File: config.mk
export PLATFORM = sky130hd
export DESIGN_NAME = bcd_counter_display
export DESIGN_NICKNAME = d
export VERILOG_FILES = /design/src/rtl/bcd_counter_display.sv
export SDC_FILE = /design/constraint.sdc
export NUM_CORES = 1
export LEC_CHECK = 0
export CAP_MARGIN = 20
export CORE_MARGIN = 4
export CORE_UTILIZATION = 40
export DETAILED_ROUTE_END_ITERATION = 6
export SLEW_MARGIN = 20
export SYNTH_ARGS = -nofsm -noshare
export SYNTH_HDL_FRONTEND = slang
export SYNTH_SLANG_ARGS = --single-unit
File: constraint.sdc
create_clock -name clk -period 2.43 [get_ports clk]
set_input_delay 0.486 -clock clk [delete_from_list [all_inputs] [get_ports clk]]
set_output_delay 0.486 -clock clk [all_outputs]
set_load 0.01 [all_outputs]
File: src/rtl/bcd_counter_display.sv
// Prescaled up/down BCD counter with programmable wrap limit, guarded load,
// and registered seven-segment outputs with leading-zero blanking.
module bcd_counter_display #(
   parameter int unsigned DIGITS         = 2,
   parameter int unsigned TICK_DIV       = 50000000,
   parameter bit          SEG_ACTIVE_LOW = 1'b1
) (
   input  logic                  clk,
   input  logic                  rst,
   input  logic                  en,
   input  logic                  up,
   input  logic                  clr,
   input  logic                  load,
   input  logic [4*DIGITS-1:0]   load_val,
   input  logic [4*DIGITS-1:0]   limit,
   output logic                  tick,
   output logic [4*DIGITS-1:0]   bcd,
   output logic                  wrap,
   output logic                  load_err,
   output logic [8*DIGITS-1:0]   seg
);

   localparam int unsigned W  = 4 * DIGITS;
   localparam int unsigned SW = 8 * DIGITS;
   localparam int unsigned PW = (TICK_DIV > 2) ? $clog2(TICK_DIV) : 1;
   localparam logic [PW-1:0] PRE_MAX = PW'(TICK_DIV - 1);

   logic [PW-1:0] presc, presc_nxt;
   logic [W-1:0]  bcd_nxt;
   logic          wrap_nxt, load_err_nxt;

   function automatic logic [6:0] digit_code(input logic [3:0] d);
      case (d)
         4'd0:    return 7'h3F;
         4'd1:    return 7'h06;
         4'd2:    return 7'h5B;
         4'd3:    return 7'h4F;
         4'd4:    return 7'h66;
         4'd5:    return 7'h6D;
         4'd6:    return 7'h7D;
         4'd7:    return 7'h07;
         4'd8:    return 7'h7F;
         4'd9:    return 7'h6F;
         default: return 7'h00;
      endcase
   endfunction

   // Digits above the most significant nonzero digit are blanked; digit 0 always shows.
   function automatic logic [SW-1:0] seg_image(input logic [W-1:0] v);
      logic [SW-1:0] r;
      logic [7:0]    s;
      logic          seen;
      r    = '0;
      seen = 1'b0;
      for (int i = DIGITS - 1; i >= 0; i--) begin
         seen = seen | (v[4*i +: 4] != 4'd0);
         s    = (seen || i == 0) ? {1'b0, digit_code(v[4*i +: 4])} : 8'h00;
         r[8*i +: 8] = SEG_ACTIVE_LOW ? ~s : s;
      end
      return r;
   endfunction

   function automatic logic all_digits_valid(input logic [W-1:0] v);
      logic ok;
      ok = 1'b1;
      for (int i = 0; i < DIGITS; i++)
         if (v[4*i +: 4] > 4'd9) ok = 1'b0;
      return ok;
   endfunction

   function automatic logic [W-1:0] bcd_inc(input logic [W-1:0] v);
      logic [W-1:0] r;
      logic         c;
      r = v;
      c = 1'b1;
      for (int i = 0; i < DIGITS; i++) begin
         if (c) begin
            if (v[4*i +: 4] == 4'd9) r[4*i +: 4] = 4'd0;
            else begin
               r[4*i +: 4] = v[4*i +: 4] + 4'd1;
               c = 1'b0;
            end
         end
      end
      return r;
   endfunction

   function automatic logic [W-1:0] bcd_dec(input logic [W-1:0] v);
      logic [W-1:0] r;
      logic         b;
      r = v;
      b = 1'b1;
      for (int i = 0; i < DIGITS; i++) begin
         if (b) begin
            if (v[4*i +: 4] == 4'd0) r[4*i +: 4] = 4'd9;
            else begin
               r[4*i +: 4] = v[4*i +: 4] - 4'd1;
               b = 1'b0;
            end
         end
      end
      return r;
   endfunction

   // Valid packed BCD orders the same as plain binary, so magnitude compares are direct.
   always_comb begin
      tick         = en && (presc == PRE_MAX);
      presc_nxt    = presc;
      bcd_nxt      = bcd;
      wrap_nxt     = 1'b0;
      load_err_nxt = 1'b0;
      if (en)
         presc_nxt = tick ? '0 : presc + PW'(1);
      if (clr) begin
         bcd_nxt   = '0;
         presc_nxt = '0;
      end else if (load) begin
         if (all_digits_valid(load_val) && (load_val <= limit))
            bcd_nxt = load_val;
         else
            load_err_nxt = 1'b1;
      end else if (tick) begin
         if (up) begin
            if (bcd >= limit) begin
               bcd_nxt  = '0;
               wrap_nxt = 1'b1;
            end else begin
               bcd_nxt = bcd_inc(bcd);
            end
         end else begin
            if (bcd == '0) begin
               bcd_nxt  = limit;
               wrap_nxt = 1'b1;
            end else if (bcd > limit) begin
               bcd_nxt = limit;
            end else begin
               bcd_nxt = bcd_dec(bcd);
            end
         end
      end
   end

   always_ff @(posedge clk or posedge rst) begin
      if (rst) begin
         presc    <= '0;
         bcd      <= '0;
         wrap     <= 1'b0;
         load_err <= 1'b0;
         seg      <= seg_image(W'(0));
      end else begin
         presc    <= presc_nxt;
         bcd      <= bcd_nxt;
         wrap     <= wrap_nxt;
         load_err <= load_err_nxt;
         seg      <= seg_image(bcd);
      end
   end

endmodule

==> summary.md, run 1 <==
| Metric | Value |
|---|---|
| Critical Path AT | `between 2 and 3 ns` |
| Antenna-violating nets left | `0` |
| Crit-path cells | `clkdlybuf4s50_1 > inv_2 > buf_4 > ha_4 > and4_4 > nand3_4 > o21ai_2 > buf_6 > a2bb2oi_4 > buf_6 > nand2_1 > a22oi_1 > o31ai_1` |
| Gpl congestion | `~0.87` |
| HP Class | `in2async` |
| CP delay by family, top | `buffers and inverters` |
| Critical-path maximum fanout | `5` |
| Yosys warns | `0` |
| Routed vias | `approximately 3,100` |
| Seq/Total Area, Yosys | `a little under two fifths` |
| Width of the die | `99.2 um` |
| Diode count | `0` |
| Root Buffer | `clkbuf_8` |
| Largest net degree at the start of global routing | `30` |
| Hold_buf cts | `0` |
| Final core utilization | `59.0%` |
| Core Box Area | `8130 um^2` |
| Crit share post-route | `97.7%` |
| Top_reg_cell synth | `dfrtp_1` |
| Post-synthesis compound-gate area fraction | `~16%` |
| PortBufs | `46` |
| Worst-margin pin slew | `0.572 ns` |
| Power, Total | `about 3.0 mW` |
| Synth area leaders | `dfrtp_1 (32%), ha_1 (11%), dfstp_2 (6.3%), nor2_1 (5.8%), xor2_1 (5.5%)` |
| Clock Pin Slew Worst Setup and Hold Paths | `0.10 ns` |
| DP Worst Slack | `-0.525 ns` |
| Critical path capture point type | `flop` |
| Antenna violations before repair | `0` |
| Peak VDD IR | `0.000297 V` |
| Detailed Place HPWL | `6.94 mm` |
| Slew headroom | `slightly above 60%` |
| Final count of negative-setup-slack endpoints | `0` |
| Die Y-Extent | `between 90 and 100 um` |
| Post-synth EDFFs | `0` |
| Worst Setup Start Kind | `primary input` |
| All-Layer GR Usage | `18.3%` |
| Ports | `49` |
| Critical path data required time | `2.60 ns` |
| Fmax | `421 MHz` |
| Status | `finished clean` |
| Layout cells sized above 1 | `between 20% and 30%` |
| Asr flop ratio synth | `between 90% and 100%` |
| Initial Util | `~41%` |
| CP max stage cell | `clkdlybuf4s50_1` |
| Syn Area/Cell | `8.82 um^2` |
| CP Class | `in2reg` |
| Cell mode on critical path | `buf_6` |
| Mean number of vias per cell | `roughly 5.1` |
| CP peak stage delay | `between 0.4 and 0.5 ns` |
| Post-Syn Instances | `between 300 and 400` |
| #FFs+latches synth | `50` |
| DR WL/cell | `roughly 15 um` |
| Sink Count | `50` |
| Area grow syn2layout | `44.2%` |
| Fillers | `a little under 700` |
| Library cells used by synthesis | `a little over 60` |
| Num CTS Buffers | `5` |
| Setup Skew | `roughly 0.0084 ns` |
| WL final | `just under 9 mm` |
| DRC errors left | `0` |
| Clock latency on the worst-skew pair | `roughly 0.3 ns` |
| First-pass GRT wire length | `roughly 15 mm` |
| Vias in the first global route | `between 3,000 and 4,000` |
| Pins Over Slew Limit | `0` |
| WP buf/inv | `5` |
| Mapped Area | `3330 um^2` |
| H-tree depth | `2` |
| Die area | `9840 um^2` |
| Grt ovf | `0` |
| Leakage Power | `between 2 and 2.5 nW` |
| Final nets | `approximately 550` |
| CTS tree | `done` |
| Synth area leader | `dfrtp_1` |
| Xor/xnor share of the synthesized area | `approximately 6.8%` |
| Mux cell area share after synthesis | `0.602%` |
| Tmin final | `approximately 2.4 ns` |
| Drt first pass iters | `4` |
| Post-Synth Simple-Gate Area | `22.5%` |
| Post-synthesis adder-cell area fraction | `roughly 11%` |
| DR iter-0 viols | `between 90 and 100` |
| Cell row count | `33` |
| Main combinational cell family by area after synthesis | `simple AND/OR/NAND/NOR gates` |
| Synth top area share | `between 30% and 40%` |
| CTS Buffer Depth | `2` |
| PD cells | `between 600 and 700 nW/um^2` |
| Final WS setup | `0.0553 ns` |
| Max-Cap Viols | `0` |
| Fin. Hold Viols | `0` |
-- cells in the final DEF (no fill, tap or decap), types with 5 or more instances in the layout --
master,instances
nand2_1,28
nor2_1,50
ha_4,7
nand3_1,16
nor3_1,6
nand2b_1,8
dfstp_2,8
a21oi_1,27
dfrtp_1,42
buf_4,76
ha_1,20
nand4_1,7
xor2_1,21
inv_2,6
clkbuf_8,5
o21ai_0,10
xnor2_1,5
dlygate4sd2_1,12
nor2b_1,6
clkdlybuf4s50_1,33
inv_1,18
-- per-stage QoR --
step                cell area [um^2]  hold slack (ns)  instances  TNS [ns]
floorplan                       3340            0.497        378         0
global placement                4460            0.524        591     -4.23
detailed placement              4460            0.529        591     -4.53
CTS                             4720            0.553        603         0
global route                    4800            0.580        606   -0.0359
finish                          4800            0.543        606         0
-- cell usage after synthesis, drive strengths merged (2+ instances only) --
cell type and n:
a21o 3, xor2 21, a22oi 4, nand3 17, a31oi 3, buf 7
nand2b 8, mux2i 2, o21ai 13, o21a 2, or4 2, and3 5
a221oi 2, ha 29, nor2b 6, a211oi 2, o22ai 2, or3 4
a21oi 29, or2 2, a22o 2, inv 24, nand2 31, nor2 51
dfstp 8, nor3 7, a311oi 2, xnor2 5, o211ai 2, nor3b 2
clkbuf 6, and4 2, o31ai 4, nand4 7, dfrtp 42
-- registers in the layout, summed over array words and instances (netlist names) --
name      flops
load_err      1
presc        26
seg          14
wrap          1
bcd           8
-- path summary, 6_finish.rpt --
kind / from / end / slack (ns) / cells past startpoint
setup / recovery: limit[6] / bcd[2]$_DFFE_PP0P_ / 0.06 / 13
hold / removal: rst / presc[10]$_DFFE_PP0P_ / 0.54 / 2
setup reg to reg: bcd[1]$_DFFE_PP0P_ / bcd[2]$_DFFE_PP0P_ / 0.14 / 9
hold reg to reg: presc[15]$_DFFE_PP0P_ / presc[15]$_DFFE_PP0P_ / 0.55 / 2
max in group asynchronous: rst / seg[6]$_DFF_PP1_ / 1.27 / 3
min in group clk: presc[15]$_DFFE_PP0P_ / presc[15]$_DFFE_PP0P_ / 0.55 / 2
-- area by class of cell --
| type | instances | area [um^2] | area share [%] |
|---|---|---|---|
| Sequential cell | 50 | 1260 | 26.3 |
| Clock buffer | 6 | 72.6 | 1.51 |
| Tap cell | 105 | 131 | 2.74 |
| Timing Repair Buffer | 128 | 1100 | 23.0 |
| Clock inverter | 2 | 37.5 | 0.782 |
| Multi-Input combinational cell | 291 | 2100 | 43.8 |
| Inverter | 24 | 90.1 | 1.88 |
-- power breakdown --
group | leakage [nW] | switching, mW | internal, mW
combinational | 1.50 | 0.653 | 0.671
clock | 0.0514 | 0.280 | 0.308
sequential | 0.649 | 0.0599 | 0.985
-- logic make-up (layout without fill, tap and decap cells) --
logic type | after synthesis | count (layout)
and+or+nand+nor | 151 | 151
muxes | 2 | 2
DFF | 50 | 50
adders and majority gates | 29 | 29
other | 1 | 2
buffers and inverters | 37 | 160
AOI/OAI and AO/OA | 81 | 81
xor gates and xnor gates | 26 | 26
-- per-layer routing --
| layer | up-vias | global-route usage, % | wire length, um |
|---|---|---|---|
| li1 | 1564 | - | - |
| met1 | 1469 | 26.2 | 4220 |
| met2 | 72 | 28.5 | 4190 |
| met3 | 14 | 2.66 | 335 |
| met4 | 0 | 6.09 | 179 |
| met5 | - | 0 | 0 |
-- what timing repair did --
item	in CTS	in global routing
resized for setup	46	12
setup endpoints to repair	9	7
setup buffers	4	3
pin swaps	16	8
No activity file was read; power rests on OpenSTA's default activity.
==> run 2, diff against run 1 <==
--- a/config.mk
+++ b/config.mk
@@ -9,6 +9,7 @@
 export CORE_MARGIN = 4
 export CORE_UTILIZATION = 40
 export DETAILED_ROUTE_END_ITERATION = 6
+export SKIP_LAST_GASP = 1
 export SLEW_MARGIN = 20
 export SYNTH_ARGS = -nofsm -noshare
 export SYNTH_HDL_FRONTEND = slang
==> summary.md, run 2 (synthesized netlist as in run 1, its figures left out) <==
| Metric | Value |
|---|---|
| Status | `finished clean` |
| CP max stage cell | `clkdlybuf4s50_1` |
| CTS Buffer Depth | `2` |
| Critical path capture point type | `flop` |
| Final nets | `551` |
| Power, Total | `2.94 mW` |
| DR WL/cell | `~15 um` |
| Mean number of vias per cell | `just over 5` |
| Core Box Area | `approximately 8100 um^2` |
| Layout Cells excl Fill | `606` |
| Commonest non-fill, non-tap cell in the layout | `buf_4` |
| Final core utilization | `about three fifths` |
| FF-to-FF path depth | `9` |
| Final instance area | `between 4000 and 5000 um^2` |
| Gpl congestion | `around 0.87` |
| CP peak stage delay | `0.47 ns` |
| First-pass GRT wire length | `about 15 mm` |
| Cell row count | `33` |
| Num CTS Buffers | `5` |
| Worst Setup SP | `limit[6]` |
| Cell mode on critical path | `buf_6` |
| Critical Path AT | `~2.5 ns` |
| CTS tree | `done` |
| Grt ovf | `0` |
| WL final | `8.92 mm` |
| CP Class | `in2reg` |
| Drt first pass iters | `4` |
| Tmin final | `about 2.4 ns` |
| Max-Cap Viols | `0` |
| Max reg flops | `26` |
| Fmax | `roughly 420 MHz` |
| Clock Pin Slew Worst Setup and Hold Paths | `0.10 ns` |
| All-Layer GR Usage | `18.3%` |
| Antenna-violating nets left | `0` |
| Leakage Power | `about 2.2 nW` |
| Sink Count | `50` |
| Die area | `approximately 10000 um^2` |
| Dpl cells | `just under 600` |
| Width of the die | `99.2 um` |
| Fin Hold WS | `roughly 0.54 ns` |
| Root Buffer | `clkbuf_8` |
| HP Class | `in2async` |
| Crit share post-route | `roughly 100%` |
| Crit Reg-Reg Startpoint | `bcd[1]$_DFFE_PP0P_` |
| Diode count | `0` |
| Layout cells sized above 1 | `27.7%` |
| Area grow syn2layout | `43.7%` |
| DRC errors left | `0` |
| Detailed Place HPWL | `between 6 and 7 mm` |
| Pins Over Slew Limit | `0` |
| Largest Register | `presc` |
| Ports | `just under 50` |
| Placed inst area | `around 4500 um^2` |
| Final count of negative-setup-slack endpoints | `0` |
| Worst Setup Start Kind | `primary input` |
| Critical-path maximum fanout | `5` |
| Crit-path cells | `clkdlybuf4s50_1 > inv_2 > buf_4 > ha_4 > and4_4 > nand3_4 > o21ai_2 > buf_6 > a2bb2oi_4 > buf_6 > nand2_1 > a22oi_1 > o31ai_1` |
| PortBufs | `46` |
| Slew headroom | `around three fifths` |
| PD cells | `616 nW/um^2` |
| DR iter-0 viols | `between 80 and 90` |
| Initial Util | `40.9%` |
| Setup repair after global routing missed its margin | `true` |
| Peak VDD IR | `between 0.0002 and 0.0003 V` |
| Commonest cells after routing, fill and taps aside | `buf_4 (76), nor2_1 (50), dfrtp_1 (42), clkdlybuf4s50_1 (33), nand2_1 (30)` |
| Critical path data required time | `2.60 ns` |
| Worst-margin pin slew | `~0.57 ns` |
| H-tree depth | `2` |
| Setup Skew | `roughly 0.0095 ns` |
| Largest registers | `presc: 26 flops, seg: 14 flops, bcd: 8 flops` |
| Antenna violations before repair | `0` |
| Fin. Hold Viols | `0` |
| Largest net degree at the start of global routing | `30` |
| Routed vias | `3,119` |
| Clock latency on the worst-skew pair | `approximately 0.3 ns` |
| Vias in the first global route | `slightly above 3,000` |
| Die Y-Extent | `99.2 um` |
[run 2: cell counts in the layout (fill, tap and decap cells not counted)]
Identical to the previous run, type by type.
[run 2: final timing paths]
check / slack, ns / end
min reg2reg: 0.55 / presc[15]$_DFFE_PP0P_
max reg2reg: 0.14 / bcd[2]$_DFFE_PP0P_
max: 0.06 / bcd[2]$_DFFE_PP0P_
min: 0.54 / presc[10]$_DFFE_PP0P_
max in group asynchronous: 1.27 / seg[6]$_DFF_PP1_
min in group clk: 0.55 / presc[15]$_DFFE_PP0P_
[run 2: critical path, delay by kind of cell]
| kind | cells | cell delay (ns) |
|---|---|---|
| buf+inv | 5 | 0.89 |
| compound gates | 4 | 0.54 |
| simple gates | 3 | 0.36 |
| fa+ha+maj | 1 | 0.25 |
[run 2: routing by layer]
| layer | global-route usage [%] | wire, um |
|---|---|---|
| met5 | 0 | 0 |
| met2 | 28.5 | 4190 |
| met3 | 2.66 | 314 |
| met1 | 26.2 | 4230 |
| met4 | 6.09 | 189 |
[run 2: layout make-up]
cell class	count	area [um^2]
sequential	50	1260
tap	105	131
timing repair buffer	128	1100
fill	700	3350
clock inverter	2	37.5
clock buffer	6	72.6
inverter	24	90.1
multi-input combinational	291	2080
[run 2: timing repair]
item                       CTS  global route
hold buffers                 0             0
gates resized for setup     46             8
cloned                       0             0
setup endpoints to repair    9             7
pin swaps                   16             8
setup buffers                4             3
[run 2: stage by stage]
| stage | worst slack [ns] | TNS [ns] |
|---|---|---|
| 6_report | 0.0562 | 0 |
| 2_1_floorplan | 0.0157 | 0 |
| 5_1_grt | -0.0259 | -0.0614 |
| 4_1_cts | 0.00169 | 0 |
| 3_5_place_dp | -0.525 | -4.53 |
| 3_3_place_gp | -0.491 | -4.23 |
[run 2: report_power, final]
part           internal [mW]  switching [mW]
registers              0.985          0.0596
logic                  0.666           0.646
clock network          0.308           0.279
==> run 3, diff against run 2 <==
--- a/config.mk
+++ b/config.mk
@@ -9,6 +9,7 @@
 export CORE_MARGIN = 4
 export CORE_UTILIZATION = 40
 export DETAILED_ROUTE_END_ITERATION = 6
+export GPL_TIMING_DRIVEN = 0
 export SKIP_LAST_GASP = 1
 export SLEW_MARGIN = 20
 export SYNTH_ARGS = -nofsm -noshare
==> summary.md, run 3 (synthesized netlist as in run 1, its figures left out) <==
| Metric | Value |
|---|---|
| DR WL/cell | `approximately 15 um` |
| Vias in the first global route | `~2,900` |
| Fmax | `between 400 and 500 MHz` |
| Fillers | `around 730` |
| Layout cells sized above 1 | `between 20% and 30%` |
| Tmin final | `roughly 2.4 ns` |
| Diode count | `0` |
| Area grow syn2layout | `33.8%` |
| M1 WL | `between 3 and 4 mm` |
| Commonest non-fill, non-tap cell in the layout | `nor2_1` |
| CTS tree | `done` |
| FF-to-FF path depth | `9` |
| HP Class | `in2async` |
| Setup repair after global routing missed its margin | `true` |
| Die Y-Extent | `~99 um` |
| Mean number of vias per cell | `5.45` |
| Leakage Power | `1.98 nW` |
| All-Layer GR Usage | `17.3%` |
| Hold_buf cts | `0` |
| Final instance area | `4450 um^2` |
| DR iter-0 viols | `~170` |
| Area occupied by multi-input gates | `2120 um^2` |
| Fin. Hold Viols | `0` |
| Setup Skew | `between 0.008 and 0.009 ns` |
| Initial Util | `between 40% and 50%` |
| Dpl cells | `530` |
| Final nets | `a little over 500` |
| Antenna violations before repair | `0` |
| Detailed Place HPWL | `around 6.1 mm` |
| Largest net degree at the start of global routing | `33` |
| Slew headroom | `61.7%` |
| Width of the die | `just under 100 um` |
| Critical path data required time | `between 2 and 3 ns` |
| Critical Path AT | `2.64 ns` |
| Worst Setup Start Kind | `flop` |
| Clock latency on the worst-skew pair | `0.30 ns` |
| Max-Cap Viols | `0` |
| Sink Count | `50` |
| Crit share post-route | `around 99%` |
| Critical-path maximum fanout | `7` |
| H-tree depth | `2` |
| Status | `finished clean` |
| Placed inst area | `approximately 4000 um^2` |
| Num CTS Buffers | `5` |
| Gpl congestion | `between 0.8 and 0.9` |
| Root Buffer | `clkbuf_8` |
| PD cells | `between 600 and 700 nW/um^2` |
| Final count of negative-setup-slack endpoints | `0` |
| Commonest cells after routing, fill and taps aside | `nor2_1 (49), dfrtp_1 (36), clkdlybuf4s50_1 (31), nand2_1 (29), buf_4 (29)` |
| Core Box Area | `slightly above 8000 um^2` |
| Largest Register | `presc` |
| DR top layer | `met4` |
| Pins Over Slew Limit | `0` |
| Routed vias | `3,080` |
| Drt first pass iters | `5` |
| CTS Buffer Depth | `2` |
| Critical path capture point type | `flop` |
| CP Class | `reg2reg` |
| Peak VDD IR | `between 0.0002 and 0.0003 V` |
| DRC errors left | `0` |
| Ports | `49` |
| Max reg flops | `26` |
| Worst-margin pin slew | `0.570 ns` |
| WL met3 | `just under 500 um` |
| Setup_tns | `0 ns` |
| Met2 routed WL | `between 4 and 5 mm` |
| WL final | `roughly 8.6 mm` |
| Largest registers | `presc: 26 flops, seg: 14 flops, bcd: 8 flops` |
| First-pass GRT wire length | `14.0 mm` |
| Antenna-violating nets left | `0` |
| Layout Cells excl Fill | `between 500 and 600` |
| Clock Pin Slew Worst Setup and Hold Paths | `roughly 0.090 ns` |
| Grt ovf | `0` |
| Die area | `a little under 10,000 um^2` |
| PortBufs | `46` |
| Cell row count | `33` |
| Register area | `1270 um^2` |
## run 3: path summary, 6_finish.rpt
kind | start | to | slack (ns)
worst max-delay path | bcd[0]$_DFFE_PP0P_ | bcd[7]$_DFFE_PP0P_ | 0.01
min in group clk | en | presc[1]$_DFFE_PP0P_ | 0.53
max in group asynchronous | rst | seg[11]$_DFF_PP1_ | 1.34
worst min-delay path | rst | presc[13]$_DFFE_PP0P_ | 0.50
worst min register to register | presc[23]$_DFFE_PP0P_ | presc[23]$_DFFE_PP0P_ | 0.54
worst max register to register | bcd[0]$_DFFE_PP0P_ | bcd[7]$_DFFE_PP0P_ | 0.01
## run 3: timing repair
item | in CTS | in global routing
hold endpoints to repair | 0 | 0
gates cloned | 0 | 0
setup endpoints to repair | 29 | 29
buffers inserted | 14 | 15
pin swaps | 14 | 20
gates resized for setup | 55 | 29
## run 3: per-layer routing
metal,track usage (%),up-vias
li1,-,1484
met1,23.8,1481
met2,28.5,106
met3,2.73,9
met4,4.73,0
met5,0,-
## run 3: final cells by class
| type | count | share of cell area, % |
|---|---|---|
| Multi-Input combinational cell | 291 | 47.6 |
| Tap cell | 105 | 2.95 |
| Clock inverter | 1 | 0.112 |
| Buffer | 11 | 1.35 |
| Inverter | 24 | 2.08 |
| Sequential cell | 50 | 28.5 |
| Clock buffer | 7 | 1.94 |
| Timing Repair Buffer | 76 | 15.5 |
## run 3: metrics by stage
step | utilization (%) | total power [mW] | hold WS [ns] | worst slack [ns]
finish | 54.7 | 2.78 | 0.500 | 0.0134
global route | 54.7 | 2.97 | 0.532 | -0.0656
CTS | 52.5 | 2.70 | 0.502 | 0.00323
detailed placement | 48.6 | 2.10 | 0.531 | -0.764
global placement | 48.3 | 2.09 | 0.522 | -0.764
floorplan | - | 1.67 | 0.497 | 0.0157
## run 3: critical path, cell delays in order (launching register included)
cell and delay (ns):
dfrtp_2 0.47, inv_4 0.06, ha_1 0.28, nand4_1 0.13
inv_1 0.08, o31a_1 0.39, a311oi_2 0.41, a22oi_1 0.12
o22a_1 0.26, a21oi_1 0.15
## run 3: power breakdown
group	total (mW)	internal (mW)	switching (mW)
Combinational	1.19	0.592	0.602
Clock	0.508	0.230	0.277
Sequential	1.07	0.987	0.0874
